===== config.mk =====
export PLATFORM = sky130hd
export DESIGN_NAME = instruction_fetch_unit
export DESIGN_NICKNAME = d
export VERILOG_FILES = /design/src/rtl/instruction_fetch_unit_pkg.sv /design/src/rtl/instruction_fetch_unit_queue.sv /design/src/rtl/instruction_fetch_unit.sv
export SDC_FILE = /design/constraint.sdc
export NUM_CORES = 1
export LEC_CHECK = 0
export BUFFER_PORTS_ARGS = -buffer_cell sky130_fd_sc_hd__buf_4
export CAP_MARGIN = 20
export CELL_PAD_IN_SITES_DETAIL_PLACEMENT = 2
export CELL_PAD_IN_SITES_GLOBAL_PLACEMENT = 2
export CORE_MARGIN = 2
export CORE_UTILIZATION = 41
export CTS_BUF_LIST = sky130_fd_sc_hd__clkbuf_8
export DETAILED_ROUTE_END_ITERATION = 8
export GPL_ROUTABILITY_DRIVEN = 0
export PLACE_DENSITY = 0.95
export RECOVER_POWER = 50
export SYNTH_ARGS = -nofsm -noshare
export SYNTH_HDL_FRONTEND = slang
export SYNTH_HIERARCHICAL = 1
export SYNTH_SLANG_ARGS = --single-unit

===== constraint.sdc =====
create_clock -name clk -period 3.5 [get_ports clk]
set_clock_uncertainty 0.05 [all_clocks]
set_input_delay 0.35 -clock clk [delete_from_list [all_inputs] [get_ports clk]]
set_output_delay 0.35 -clock clk [all_outputs]
set_load 0.01 [all_outputs]

===== src/rtl/instruction_fetch_unit_pkg.sv =====
// Shared types and constants for the instruction fetch unit and its queue.
package instruction_fetch_unit_pkg;

    localparam int PC_W    = 16;
    localparam int INSTR_W = 16;

    // Instruction shown to decode whenever no fetched instruction is valid.
    localparam logic [INSTR_W-1:0] NOP_WORD = 16'b0000100000000000;

    typedef enum logic {
        BOOT = 1'b0,
        RUN  = 1'b1
    } fetch_state_t;

    typedef struct packed {
        logic [PC_W-1:0]    pc;
        logic [INSTR_W-1:0] instr;
    } fetch_entry_t;

endpackage


===== src/rtl/instruction_fetch_unit_queue.sv =====
// Two-deep FIFO of fetched {pc, instr} entries with flush; head is read from registers.
module fetch_queue
    import instruction_fetch_unit_pkg::*;
(
    input  logic         clk,
    input  logic         rst,
    input  logic         push,
    input  logic         pop,
    input  logic         flush,
    input  fetch_entry_t push_entry,
    output fetch_entry_t head,
    output logic [1:0]   count
);

    fetch_entry_t entries_reg [2];
    logic         wr_ptr_reg;
    logic         rd_ptr_reg;
    logic [1:0]   count_reg;

    // Each slot captures the pushed entry when the write pointer selects it.
    // When full, push+pop overwrites the head slot that is leaving this cycle.
    generate
        for (genvar gi = 0; gi < 2; gi++) begin : g_slot
            always_ff @(posedge clk or posedge rst) begin
                if (rst) begin
                    entries_reg[gi] <= '0;
                end else if (push && !flush && (wr_ptr_reg == 1'(gi))) begin
                    entries_reg[gi] <= push_entry;
                end
            end
        end
    endgenerate

    // Pointer and occupancy bookkeeping; flush wins over any push or pop.
    always_ff @(posedge clk or posedge rst) begin
        if (rst) begin
            wr_ptr_reg <= 1'b0;
            rd_ptr_reg <= 1'b0;
            count_reg  <= 2'd0;
        end else if (flush) begin
            wr_ptr_reg <= 1'b0;
            rd_ptr_reg <= 1'b0;
            count_reg  <= 2'd0;
        end else begin
            if (push) wr_ptr_reg <= ~wr_ptr_reg;
            if (pop)  rd_ptr_reg <= ~rd_ptr_reg;
            case ({push, pop})
                2'b10:   count_reg <= count_reg + 2'd1;
                2'b01:   count_reg <= count_reg - 2'd1;
                default: count_reg <= count_reg;
            endcase
        end
    end

    assign head  = entries_reg[rd_ptr_reg];
    assign count = count_reg;

endmodule


===== src/rtl/instruction_fetch_unit.sv =====
// Fetch initiator: owns the PC, buffers fetched words and presents them to decode.
module instruction_fetch_unit
    import instruction_fetch_unit_pkg::*;
#(
    parameter logic [PC_W-1:0]    RESET_PC = 16'h0000,
    parameter logic [PC_W-1:0]    PC_STEP  = 16'd4,
    parameter logic [INSTR_W-1:0] NOP_WORD = instruction_fetch_unit_pkg::NOP_WORD
) (
    input  logic               clk,
    input  logic               rst,
    output logic [PC_W-1:0]    pc_o,
    input  logic [INSTR_W-1:0] instr_i,
    input  logic               mem_conflict_i,
    input  logic               redirect_i,
    input  logic [PC_W-1:0]    redirect_pc_i,
    output logic               id_valid_o,
    output logic [INSTR_W-1:0] id_instr_o,
    output logic [PC_W-1:0]    id_pc_o,
    input  logic               id_ready_i,
    output logic [15:0]        stall_cnt_o
);

    fetch_state_t    state_reg;
    logic [PC_W-1:0] pc_reg;
    logic [15:0]     stall_cnt_reg;

    fetch_entry_t head;
    fetch_entry_t push_entry;
    logic [1:0]   count;
    logic         id_valid;
    logic         pop;
    logic         space;
    logic         push;
    logic         stall;

    // Fetch decision: redirect pre-empts everything; otherwise fetch when there
    // is room (possibly made by this cycle's pop) and memory is free, else stall.
    always_comb begin
        id_valid   = (count != 2'd0);
        pop        = id_valid && id_ready_i && !redirect_i;
        space      = (count < 2'd2) || (id_valid && id_ready_i);
        push       = (state_reg == RUN) && !redirect_i && space && !mem_conflict_i;
        stall      = (state_reg == RUN) && !redirect_i && !(space && !mem_conflict_i);
        push_entry = '{pc: pc_reg, instr: instr_i};
    end

    // BOOT gives memory a single load cycle; a redirect there still moves the PC.
    always_ff @(posedge clk or posedge rst) begin
        if (rst) begin
            state_reg     <= BOOT;
            pc_reg        <= RESET_PC;
            stall_cnt_reg <= 16'd0;
        end else begin
            state_reg <= RUN;
            if (redirect_i) begin
                pc_reg <= redirect_pc_i;
            end else if (push) begin
                pc_reg <= pc_reg + PC_STEP;
            end
            if (stall && (stall_cnt_reg != 16'hFFFF)) begin
                stall_cnt_reg <= stall_cnt_reg + 16'd1;
            end
        end
    end

    fetch_queue u_queue (
        .clk        (clk),
        .rst        (rst),
        .push       (push),
        .pop        (pop),
        .flush      (redirect_i),
        .push_entry (push_entry),
        .head       (head),
        .count      (count)
    );

    assign pc_o        = pc_reg;
    assign id_valid_o  = id_valid;
    assign id_instr_o  = id_valid ? head.instr : NOP_WORD;
    assign id_pc_o     = id_valid ? head.pc : '0;
    assign stall_cnt_o = stall_cnt_reg;

endmodule


==> run_summary.xml <==
<?xml version="1.0" encoding="UTF-8"?>
<metrics>
  <group name="outcome">
    <metric name="status" unit="">finished clean</metric>
  </group>
  <group name="logic_synthesis">
    <metric name="synth_sequential_area_ratio" unit="%">50.1</metric>
    <metric name="yosysWarningCount" unit="">6</metric>
    <metric name="synthesis.instances" unit="">401</metric>
    <metric name="ys_types" unit="">60</metric>
    <metric name="synth_top_cells_by_count" unit="">sky130_fd_sc_hd__dfrtp_1, sky130_fd_sc_hd__mux2_2, sky130_fd_sc_hd__nor2b_1, sky130_fd_sc_hd__nand2_1, sky130_fd_sc_hd__nand3_1</metric>
    <metric name="syn-num-nets" unit="">440</metric>
    <metric name="synth.ff_latch_count" unit="">101</metric>
    <metric name="yosysMostFrequentCell" unit="">sky130_fd_sc_hd__dfrtp_1</metric>
    <metric name="synthesis.area" unit="um^2">5040</metric>
    <metric name="dominantRegCellSynth" unit="">sky130_fd_sc_hd__dfrtp_1</metric>
    <metric name="synth_async_sr_flop_share" unit="%">100</metric>
    <metric name="yosys.area.top_type" unit="">sky130_fd_sc_hd__dfrtp_1</metric>
    <metric name="synthTopCellsByArea" unit="">sky130_fd_sc_hd__dfrtp_1, sky130_fd_sc_hd__mux2_2, sky130_fd_sc_hd__nor2b_1</metric>
    <metric name="synth.avg_cell_area" unit="um^2">12.6</metric>
    <metric name="synth_edf_count" unit="">0</metric>
    <metric name="synth_top_cell_area_share" unit="%">50.1</metric>
  </group>
  <group name="sta">
    <metric name="final_critical_path_share_of_the_clock_period" unit="%">76.0</metric>
    <metric name="max_freq" unit="GHz">0.376</metric>
    <metric name="worst-slew-pin-transition" unit="ns">0.969</metric>
    <metric name="setup_tns" unit="ns">0</metric>
    <metric name="timing_max_transition_violations_final" unit="">0</metric>
    <metric name="setup_slack" unit="ns">0.838</metric>
    <metric name="setup_viol_count_final" unit="">0</metric>
    <metric name="slew-limit-headroom" unit="%">35.3</metric>
    <metric name="period_minus_slack" unit="ns">2.66</metric>
    <metric name="final-hold-violation-count" unit="">0</metric>
    <metric name="grt_setup_unrepaired" unit="">no</metric>
  </group>
  <group name="final_layout">
    <metric name="drive_gt1_share" unit="%">38.9</metric>
    <metric name="antenna_cells" unit="">0</metric>
    <metric name="seq_area" unit="um^2">2530</metric>
    <metric name="largest_register_ff_count" unit="">64</metric>
    <metric name="filler_cell_count" unit="">1220</metric>
    <metric name="multi_input_area" unit="um^2">2350</metric>
    <metric name="num-nets-final" unit="">545</metric>
    <metric name="final_cell_count_no_fill" unit="">658</metric>
    <metric name="design_area" unit="um^2">6040</metric>
    <metric name="layout-area-overhead-vs-synth" unit="%">19.9</metric>
  </group>
  <group name="pwr">
    <metric name="pwr-share-seq" unit="%">49.7</metric>
    <metric name="ir_worst_vdd" unit="mV">0.254</metric>
    <metric name="power_switching_share" unit="%">30.4</metric>
    <metric name="pwr-share-clk" unit="%">27.3</metric>
    <metric name="total_power" unit="mW">3.09</metric>
    <metric name="share_comb_of_total_power" unit="%">23.0</metric>
    <metric name="internal_power" unit="mW">2.15</metric>
    <metric name="static-leakage-power" unit="nW">2.74</metric>
    <metric name="power.net_switching" unit="mW">0.941</metric>
    <metric name="cellPowerDensity" unit="nW/um^2">512</metric>
  </group>
  <group name="placed_design">
    <metric name="dpl.hpwl" unit="mm">11.2</metric>
    <metric name="placed_cell_area" unit="um^2">5940</metric>
    <metric name="dpl_worst_slack" unit="ns">0.913</metric>
    <metric name="io_buffer_count" unit="">101</metric>
    <metric name="dpl.cell_count" unit="">640</metric>
  </group>
  <group name="grt">
    <metric name="gr-usage-all-layers" unit="%">24.9</metric>
    <metric name="grt_first_pass_wirelength" unit="mm">24.8</metric>
    <metric name="overflow" unit="">0</metric>
    <metric name="antenna_found_initial" unit="">0</metric>
    <metric name="grt_pass1_vias" unit="">4256</metric>
    <metric name="grt_start_max_net_pins" unit="">48</metric>
  </group>
  <group name="critical_path">
    <metric name="reg2reg_depth" unit="">6</metric>
    <metric name="type_of_the_setup_path_with_the_least_slack" unit="">flop to output port</metric>
    <metric name="worstSetupStartpointType" unit="">flop</metric>
    <metric name="critical_path_peak_fanout" unit="">16</metric>
    <metric name="cp.arrival" unit="ns">2.26</metric>
    <metric name="critical_path.endpoint_type" unit="">output port</metric>
    <metric name="worst_ep_required_time" unit="ns">3.10</metric>
  </group>
  <group name="cts">
    <metric name="cts-resized-gates" unit="">0</metric>
    <metric name="cts_sinks" unit="">101</metric>
    <metric name="cts_root_buffer" unit="">sky130_fd_sc_hd__clkbuf_8</metric>
    <metric name="insertion_delay" unit="ns">0.40</metric>
    <metric name="post_cts_buffers" unit="">0</metric>
    <metric name="clock_path_buffers" unit="">2</metric>
    <metric name="quantity_of_hold_fixing_buffers_added_after_cts" unit="">0</metric>
    <metric name="tritoncts" unit="">built</metric>
    <metric name="cts-buffers-inserted" unit="">9</metric>
    <metric name="cts.htree.levels" unit="">3</metric>
    <metric name="cts.clk_slew.worst_paths" unit="ns">0.10</metric>
  </group>
  <group name="floorplan">
    <metric name="core_area" unit="um^2">12000</metric>
    <metric name="die_height" unit="um">115</metric>
    <metric name="num_rows" unit="">40</metric>
    <metric name="top_level_ports" unit="">102</metric>
    <metric name="die-width" unit="um">115</metric>
    <metric name="die_area" unit="um^2">13200</metric>
    <metric name="starting_density" unit="%">42.0</metric>
  </group>
  <group name="drt">
    <metric name="drt_pre_antenna_iters" unit="">4</metric>
    <metric name="post_drt_via_cell_ratio" unit="">5.61</metric>
    <metric name="drc" unit="">0</metric>
    <metric name="detail_route.iter0.violations" unit="">135</metric>
    <metric name="wl" unit="mm">15.3</metric>
    <metric name="dr_total_vias" unit="">3691</metric>
    <metric name="post_drt_wl_per_cell" unit="um">23.3</metric>
    <metric name="drtAntennaViolNets" unit="">0</metric>
  </group>
  <group name="worst_hold_path">
    <metric name="worstHoldPathType" unit="">input pin to flop</metric>
    <metric name="worst_hold_path.num_cells" unit="">3</metric>
  </group>
  <group name="run">
    <metric name="max-cap-violations" unit="">0</metric>
  </group>
</metrics>
-- worst max-delay path, stage by stage (launching register included) --
cell and delay (ns):
sky130_fd_sc_hd__dfrtp_1 0.84, sky130_fd_sc_hd__buf_4 0.35, sky130_fd_sc_hd__mux2_2 0.36, sky130_fd_sc_hd__nor2b_1 0.15, sky130_fd_sc_hd__buf_4 0.17
-- final cells by class --
class	instances	share of cell area (%)
Timing Repair Buffer	111	11.9
Clock inverter	7	1.62
Clock buffer	9	2.05
Tap cell	147	3.04
Multi-Input combinational cell	273	38.9
Inverter	10	0.621
Sequential cell	101	41.8
-- kinds of logic (layout without fill, tap and decap cells) --
family          after synthesis  in the layout  share of synthesized area [%]
fa+ha+maj                     2              2                          0.496
flops                       101            101                           50.1
mux                         101            101                           22.6
buf+inv                      27            137                           2.83
xor+xnor                     18             18                           3.13
other cells                   1              1                         0.0744
compound gates               36             36                           6.33
simple gates                115            115                           14.4
-- metrics by stage --
stage / util, % / hold WS, ns
final: 50.3 / 0.135
after global routing: 50.3 / 0.123
after CTS: 51.3 / 0.111
after detailed placement: 49.4 / 0.434
after global placement: 49.4 / 0.413
after floorplan: - / 0.366
-- layer usage --
| metal | global-route usage, % | wire (um) | up-vias |
|---|---|---|---|
| met4 | 9.56 | 332 | 0 |
| met2 | 44.1 | 8130 | 95 |
| met5 | 0 | 0 | - |
| met3 | 5.59 | 664 | 21 |
| li1 | - | - | 1659 |
| met1 | 29.5 | 6210 | 1916 |
-- power by group through the flow --
| stage | clock [mW] | combinational (mW) | sequential (mW) |
|---|---|---|---|
| after global placement | 0 | 0.688 | 1.52 |
| after detailed placement | 0 | 0.751 | 1.56 |
| final | 0.843 | 0.711 | 1.54 |
| after floorplan | 0 | 0.449 | 1.51 |
| after global routing | 0.914 | 0.777 | 1.57 |
| after CTS | 0.865 | 0.762 | 1.54 |
-- worst paths after layout --
kind | from | slack [ns] | end
worst max-delay path | u_queue/rd_ptr_reg$_DFFE_PP0P_ | 0.84 | id_pc_o[14]
worst min-delay path | redirect_pc_i[11] | 0.13 | pc_o[11]$_DFFE_PP0P_
worst max register to register | state_reg$_DFF_PP0_ | 0.91 | u_queue/entries_reg[63]$_DFFE_PP0P_
worst min register to register | u_queue/entries_reg[58]$_DFFE_PP0P_ | 0.45 | u_queue/entries_reg[58]$_DFFE_PP0P_
max in group asynchronous | rst | 1.77 | u_queue/entries_reg[27]$_DFFE_PP0P_
min in group asynchronous | rst | 0.46 | u_queue/count[1]$_DFFE_PP0P_
-- layout by cell type (no fill, tap or decap), drive strengths merged, types with 2 or more instances in the layout --
master,netlist,final
buf,11,75
o211ai,3,3
xnor2,9,9
or2,3,3
nor4,2,2
and3,3,3
o21ai,5,5
inv,10,13
nand2,21,21
dfrtp,101,101
o311ai,12,12
a221o,2,2
or4,3,3
ha,2,2
bufinv,0,2
nor2,8,8
o31ai,3,3
nand4,7,7
nor3b,3,3
xor2,9,9
nor2b,32,32
nor3,3,3
and4,6,6
a31oi,3,3
and2,3,3
nand3,13,13
clkbuf,6,44
mux2,100,100
and2b,2,2
a2111oi,2,2
(Power assumes the default switching activity.)
